### src/rtl/sdram_req_arb_pkg.sv
// Shared encodings for the SDRAM request arbiter: command codes handed to
// the work-state engine, arbiter states and the read/write history bit used
// for round-robin between the two data clients.
package sdram_req_arb_pkg;

    // Command codes seen by the SDRAM work-state FSM (0 means no command).
    typedef enum logic [1:0] {
        CMD_NONE = 2'd0,
        CMD_REF  = 2'd1,
        CMD_WR   = 2'd2,
        CMD_RD   = 2'd3
    } cmd_t;

    // Arbiter states.
    typedef enum logic [1:0] {
        A_INIT  = 2'd0,
        A_IDLE  = 2'd1,
        A_ISSUE = 2'd2,
        A_BUSY  = 2'd3
    } arb_state_t;

    // Which data client was served last; refresh never changes it.
    typedef enum logic {
        RW_WR = 1'b0,
        RW_RD = 1'b1
    } rw_t;

    // Width of the busy watchdog counter.
    localparam int WD_W = 9;

endpackage : sdram_req_arb_pkg

### src/rtl/sdram_req_arb.sv
// SDRAM request arbiter: shares the single SDRAM command engine between the
// refresh request, one write client and one read client. Refresh has strict
// priority, write and read alternate, and no new data command starts inside
// the refresh window. A watchdog flags an engine that never reports done.
module sdram_req_arb
    import sdram_req_arb_pkg::*;
#(
    parameter int ADDR_W  = 22,
    parameter int TIMEOUT = 511
) (
    input  logic              clk,
    input  logic              rst_n,
    input  logic              init_done,
    input  logic              ref_domain,
    input  logic              ref_req,
    output logic              ref_ack,
    input  logic              wr_req,
    input  logic [ADDR_W-1:0] wr_addr,
    output logic              wr_ack,
    output logic              wr_done,
    input  logic              rd_req,
    input  logic [ADDR_W-1:0] rd_addr,
    output logic              rd_ack,
    output logic              rd_done,
    output logic              cmd_valid,
    output logic [1:0]        cmd_type,
    output logic [ADDR_W-1:0] cmd_addr,
    input  logic              cmd_ready,
    input  logic              cmd_done,
    output logic              arb_busy,
    output logic              arb_err
);

    // Watchdog limit expressed in the counter's own width.
    localparam logic [WD_W-1:0] WD_LIMIT = WD_W'(TIMEOUT);

    arb_state_t        state;
    cmd_t              owner;
    rw_t               last_rw;
    logic [WD_W-1:0]   wd_cnt;

    cmd_t              grant;
    logic [ADDR_W-1:0] grant_addr;

    // Grant decision from the current request levels (used only in A_IDLE).
    always_comb begin
        // NOTE: every output of a combinational block gets a default first, so
        // no path through the if/case can leave it unassigned and infer a latch.
        grant      = CMD_NONE;
        grant_addr = '0;
        if (ref_req) begin
            grant = CMD_REF;
        end else if (!ref_domain) begin
            if (wr_req && rd_req) begin
                grant = (last_rw == RW_RD) ? CMD_WR : CMD_RD;
            end else if (wr_req) begin
                grant = CMD_WR;
            end else if (rd_req) begin
                grant = CMD_RD;
            end
        end
        case (grant)
            CMD_WR:  grant_addr = wr_addr;
            CMD_RD:  grant_addr = rd_addr;
            default: grant_addr = '0;
        endcase
    end

    // Arbiter FSM with registered command, handshake pulses and watchdog.
    always_ff @(posedge clk or negedge rst_n) begin
        // NOTE: all state here is updated with non-blocking assignments so
        // every register samples the pre-edge values, regardless of order.
        if (!rst_n) begin
            state     <= A_INIT;
            owner     <= CMD_NONE;
            last_rw   <= RW_RD;
            wd_cnt    <= '0;
            ref_ack   <= 1'b0;
            wr_ack    <= 1'b0;
            wr_done   <= 1'b0;
            rd_ack    <= 1'b0;
            rd_done   <= 1'b0;
            cmd_valid <= 1'b0;
            cmd_type  <= CMD_NONE;
            cmd_addr  <= '0;
            arb_busy  <= 1'b0;
            arb_err   <= 1'b0;
        end else begin
            // Acks and dones are single-cycle pulses unless set below.
            ref_ack <= 1'b0;
            wr_ack  <= 1'b0;
            rd_ack  <= 1'b0;
            wr_done <= 1'b0;
            rd_done <= 1'b0;

            case (state)
                A_INIT: begin
                    // Requests are ignored until the SDRAM init sequence is over.
                    if (init_done) begin
                        state <= A_IDLE;
                    end
                end

                A_IDLE: begin
                    if (grant != CMD_NONE) begin
                        owner     <= grant;
                        cmd_type  <= grant;
                        cmd_addr  <= grant_addr;
                        cmd_valid <= 1'b1;
                        arb_busy  <= 1'b1;
                        state     <= A_ISSUE;
                    end
                end

                A_ISSUE: begin
                    // Command is held stable until the engine takes it;
                    // cmd_done is meaningless here and ignored.
                    if (cmd_valid && cmd_ready) begin
                        cmd_valid <= 1'b0;
                        wd_cnt    <= '0;
                        state     <= A_BUSY;
                        case (owner)
                            CMD_REF: ref_ack <= 1'b1;
                            CMD_WR:  wr_ack  <= 1'b1;
                            CMD_RD:  rd_ack  <= 1'b1;
                            default: ;
                        endcase
                    end
                end

                A_BUSY: begin
                    wd_cnt <= wd_cnt + WD_W'(1);
                    // Completion takes precedence over an expiring watchdog.
                    if (cmd_done) begin
                        case (owner)
                            CMD_WR: begin
                                wr_done <= 1'b1;
                                last_rw <= RW_WR;
                            end
                            CMD_RD: begin
                                rd_done <= 1'b1;
                                last_rw <= RW_RD;
                            end
                            default: ;
                        endcase
                        cmd_type <= CMD_NONE;
                        cmd_addr <= '0;
                        arb_busy <= 1'b0;
                        state    <= A_IDLE;
                    end else if (wd_cnt == WD_LIMIT) begin
                        // Engine never finished: flag it for good and free
                        // the arbiter without a done pulse.
                        arb_err  <= 1'b1;
                        cmd_type <= CMD_NONE;
                        cmd_addr <= '0;
                        arb_busy <= 1'b0;
                        state    <= A_IDLE;
                    end
                end

                default: state <= A_INIT;
            endcase
        end
    end

endmodule : sdram_req_arb

### config.mk
export PLATFORM = sky130hd
export DESIGN_NAME = sdram_req_arb
export DESIGN_NICKNAME = d
export VERILOG_FILES = /design/src/rtl/sdram_req_arb_pkg.sv /design/src/rtl/sdram_req_arb.sv
export SDC_FILE = /design/constraint.sdc
export NUM_CORES = 1
export LEC_CHECK = 0
export ABC_AREA = 1
export BUFFER_PORTS_ARGS = -buffer_cell sky130_fd_sc_hd__buf_2
export CORE_MARGIN = 3
export CORE_UTILIZATION = 52
export CTS_BUF_LIST = sky130_fd_sc_hd__clkbuf_4 sky130_fd_sc_hd__clkbuf_8
export DETAILED_ROUTE_END_ITERATION = 8
export GPL_ROUTABILITY_DRIVEN = 0
export PLACE_DENSITY = 0.83
export SLEW_MARGIN = 30
export SYNTH_ARGS = -nofsm -noshare
export SYNTH_HDL_FRONTEND = slang
export SYNTH_SLANG_ARGS = --single-unit
### constraint.sdc
create_clock -name clk -period 2 [get_ports clk]
set_input_delay 0.4 -clock clk [delete_from_list [all_inputs] [get_ports clk]]
set_output_delay 0.4 -clock clk [all_outputs]
set_load 0.05 [all_outputs]
**Word-level counts from Yosys, hierarchy flattened**

Cells that the tools add are included.
W data, S select, Z words.

- Bits in registers: 46
- Input bits: 53
- Word-level logic and storage cells: 87

- Add/sub/neg operators: 1
- Equal/unequal tests: 13
- Multiplexer cells: 43
- Bitwise operators: 1
- Reduce and logical (&&, ||, !) cells: 15

Operators with widths:

| kind | number |
|---|---|
| $pmux W22 S2 | 2 |
| $mux W22 | 3 |
| $mux W2 | 13 |
| $mux W1 | 18 |
| $pmux W9 S2 | 1 |
| $eq A2 B2 Y1 const B | 6 |
| $reduce_and A3 Y1 | 4 |
| $reduce_bool A2 Y1 | 5 |
| $add A9 B1 Y9 const B | 1 |
| $eq A9 B9 Y1 const B | 1 |
| $mux W9 | 1 |
| $pmux W2 S4 | 1 |
| $ne A2 B2 Y1 const B | 3 |
| $pmux W1 S2 | 3 |
| $eq A2 B1 Y1 const B | 2 |
| $pmux W2 S2 | 1 |
| $reduce_and A2 Y1 | 2 |
| $reduce_and A4 Y1 | 1 |
| $ne A3 B3 Y1 const B | 1 |
| $logic_and A1 B1 Y1 | 2 |
| $logic_not A2 Y1 | 1 |
| $not A1 Y1 | 1 |

**Logic depth before layout (Yosys ltp)**

- Word-level depth: 9
- Gate-level depth with buffers: 13
- Gate-level depth less buffers: 13

**Worst setup path after synthesis**

OpenSTA, ideal clock, no wires.

- Path kind: register to register
- Start: register wd_cnt[0]
- End: register cmd_addr[0]
- Library setup time: 0.118 ns
- Arrival time: 1.536 ns
- Required time: 1.882 ns
- Slack: 0.347 ns
- Stages on the path, launching flop included: 13
- Period minus slack after synthesis: 1.653 ns
- Cells stage by stage: dfrtp_1 -> ha_1 -> nand2_1 -> inv_1 -> nand3_1 -> nor2_1 -> ha_1 -> nor2_1 -> nand2_1 -> nand3_2 -> buf_6 -> nand2_1 -> nand2_1

- Cells in the longest elaborated chain, start to end: 3

RTL lines:

| what | line | RTL |
|---|---|---|
| from (decl) | sdram_req_arb.sv:40 | `logic [WD_W-1:0] wd_cnt;` |
| from (signal assigned) | sdram_req_arb.sv:132 | `wd_cnt <= wd_cnt + WD_W'(1);` |
| $eq A9 B9 Y1 | sdram_req_arb.sv:150 | `end else if (wd_cnt == WD_LIMIT) begin` |
| $ne A3 B3 Y1 (no source line) | n/a |  |
| $reduce_and A3 Y1 (no source line) | n/a |  |
| to (signal assigned) | sdram_req_arb.sv:108 | `cmd_addr <= grant_addr;` |
| to (decl) | sdram_req_arb.sv:27 | `output logic [ADDR_W-1:0] cmd_addr,` |

Every way passes these cells.
A chain may end at the register's enable or synchronous reset.

**Worst setup path in the final report**

- Start: register wd_cnt[3]
- End: register state[0]

- Cells in the longest elaborated chain, start to end: 3

RTL lines:

| what | line | RTL |
|---|---|---|
| $eq A9 B9 Y1 | sdram_req_arb.sv:150 |  |
| $ne A3 B3 Y1 (no source line) | n/a |  |
| $reduce_and A4 Y1 (no source line) | n/a |  |
| to (signal assigned) | sdram_req_arb.sv:149 | `state <= A_IDLE;` |
| to (signal assigned) | sdram_req_arb.sv:157 | `state <= A_IDLE;` |
| to (signal assigned) | sdram_req_arb.sv:161 | `default: state <= A_INIT;` |
| to (decl) | sdram_req_arb.sv:37 | `arb_state_t state;` |

Every way passes these cells.

==> results.yml <==
run_status:
  status: "complete, no violations"
yosys:
  synthesis.nets: 380
  syn_avg_cell_area_um2: 7.57
  syn-cell-area_mm2: 0.00242
  synth.ff_latch_count: 46
  synthCells: 320
  synth_cell_type_count: 24
  synth.area.top_cells: "dfrtp_1 47%, nand2_1 25%, nand3_1 6.2%"
  synth_top_area_share_pct: 46.5
  yosysTopAreaCell: "dfrtp_1"
  ys.warnings.count: 0
  yosysSeqAreaShare_pct: 47.6
setup_path:
  cp_max_fo: 5
  timing.rr.start: "wd_cnt[3]$_DFFE_PN0P_"
  r2r_cells: 12
  crit_path_end_kind: "register"
  cp_data_required_time_ns: 2.19
  critPathLaunchType: "register"
  worst-r2r-setup-slack_ns: 0.10
  critPathKind: "reg2reg"
  arrival_ns: 2.09
  r2r-end: "state[0]$_DFFE_PN0P_"
die:
  die_h_um: 74.2
  initial_utilization_pct: 54.8
  io_pins: 85
  coreArea_mm2: 0.00441
  die_width_um: 74.2
  dieArea_mm2: 0.00551
  num_rows: 24
sta:
  fmax_mhz: 527
  final-hold-violation-count: 0
  clock_skew_ns: 0.00598
  report.final.slew_viol_count: 0
  finalSetupViolations: 0
  slew_headroom_pct: 64.1
  whs_ns: 0.0753
  fin_crit_sh_pct: 94.8
  layout_min_cycle_time_ns: 1.90
  fin_tns_setup_ns: 0
  tightest_slew_ns: 0.539
clock_tree:
  clockBufferDepth: 2
  cts.sinks: 46
  root_buffer: "clkbuf_8"
  htree_levels: 2
  cts_hold_buf: 0
  cts_tree: "done"
  clkTransAtPathRegs_ns: 0.08
  clk_latency_ns: 0.30
  cts_buffers: 5
routing:
  postRouteAntennaNets: 0
  wirelength_um: 5870
  num_vias: 2354
  detail_route.first_pass.iterations: 4
  drc: 0
  drt_iter0_markers: 124
  via_per_inst: 5.08
  routedWlPerCell_um: 12.7
global_route:
  grt_max_degree: 26
  grt_usage_pct: 21.4
  grt_pass1_vias: 2081
  grt_pass1_wl_um: 9170
  grt_overflow_total: 0
  antenna_found_initial: 0
pwr:
  max-vdd-ir-drop_uv: 738
  power_density_mw_per_mm2: 1300
  p_leak_uw: 0.00184
final_layout:
  area_growth_pct: 25.8
  utilization_pct: 69.0
  nets: 470
  final_common_cell: "nand2_1"
  antenna_cells: 0
  final_area_mm2: 0.00305
  layout_common_cells: "161 x nand2_1, 84 x buf_2, 45 x dfrtp_1"
  drive_above_1_share_pct: 29.7
placement:
  placed_area_mm2: 0.00288
  portBuffers: 84
  dp_hpwl_um: 4200
hold_path:
  hold_class: "in2async"
flow_run:
  maxCapViolCount: 0
-- synth_stat cells --
library cell	number
a21o_1	1
a21oi_1	4
buf_2	3
buf_4	6
buf_6	2
dfrtp_1	45
dfstp_2	1
ha_1	7
inv_1	19
inv_2	2
nand2_1	162
nand3_1	30
nand3_2	5
nand3b_1	2
nand4_1	4
nor2_1	12
nor2_2	1
nor3_1	3
nor3_4	1
o21ai_0	4
o21ai_1	3
o21ai_2	1
o21bai_2	1
or2_1	1
-- worst max-delay path by stage --
stage                     startpoint                       end  slack, ns
3_3_place_gp   wd_cnt[0]$_DFFE_PN0P_   cmd_addr[0]$_DFFE_PN0P_       0.05
2_1_floorplan  wd_cnt[0]$_DFFE_PN0P_   cmd_addr[0]$_DFFE_PN0P_       0.35
6_report       wd_cnt[3]$_DFFE_PN0P_      state[0]$_DFFE_PN0P_       0.10
4_1_cts        wd_cnt[0]$_DFFE_PN0P_      state[0]$_DFFE_PN0P_       0.09
5_1_grt        wd_cnt[3]$_DFFE_PN0P_      state[1]$_DFFE_PN0P_     -0.004
3_5_place_dp   wd_cnt[0]$_DFFE_PN0P_  cmd_addr[14]$_DFFE_PN0P_      -0.07
-- worst max-delay path, cell delays in order, from the launching register on --
cell and delay (ns):
dfrtp_1 0.44, nand2_1 0.11, nor2_1 0.18, nand3_2 0.11
nor2_2 0.13, ha_2 0.18, nor2_1 0.06, nand2_2 0.14
o21ai_2 0.08, nor2_2 0.16, nand2_1 0.09, nand2_1 0.06
nand2_1 0.05
-- area by class of cell --
cell class                 instances  area, µm²
clock buffer                       7       90.1
clock inverter                     1       5.00
fill                             335       1370
inverter                          21       78.8
multi-input combinational        243       1150
sequential                        46       1150
tap                               52       65.1
timing repair buffer              93        500
-- per-stage QoR --
stage | worst slack (ns) | std cells | power [µW]
6_report | 0.103 | 463 | 3940
3_5_place_dp | -0.0733 | 451 | 3220
2_1_floorplan | 0.347 | 320 | 2810
3_3_place_gp | 0.0550 | 451 | 3170
4_1_cts | 0.0860 | 459 | 3830
5_1_grt | -0.00446 | 463 | 4200
-- kinds of logic (layout without fill, tap and decap cells) --
group	count (synthesis)	after routing	synth area share (%)
simple gates	221	222	38.7
fa+ha+maj	7	7	3.62
buf+inv	32	122	6.67
compound gates	14	14	3.41
flops	46	46	47.6
-- layer usage --
layer	vias up	wire, µm	track usage [%]
met3	5	330	5.95
li1	1190	-	-
met4	0	48	5.53
met1	1094	2530	27.0
met2	65	2960	36.3
met5	-	0	0
-- registers in the layout (all words and copies together), names as in the netlist --
| register | cells |
|---|---|
| ref_ack | 1 |
| wd_cnt | 9 |
| rd_done | 1 |
| cmd_addr | 22 |
| owner | 2 |
| arb_err | 1 |
| last_rw | 1 |
| wr_ack | 1 |
| wr_done | 1 |
| state | 2 |
| cmd_type | 2 |
| cmd_valid | 1 |
| rd_ack | 1 |
| arb_busy | 1 |
-- repair_timing --
item                                    4_1_cts  5_1_grt
pin swaps                                     0        6
gates cloned                                  0        1
resized for setup                             1       10
setup buffers                                 0        3
endpoints found under the setup margin       25       27
-- power by group --
group | internal, µW | switching [µW]
Clock | 293 | 304
Sequential | 1190 | 187
Combinational | 520 | 1450
(Power assumes the default switching activity.)
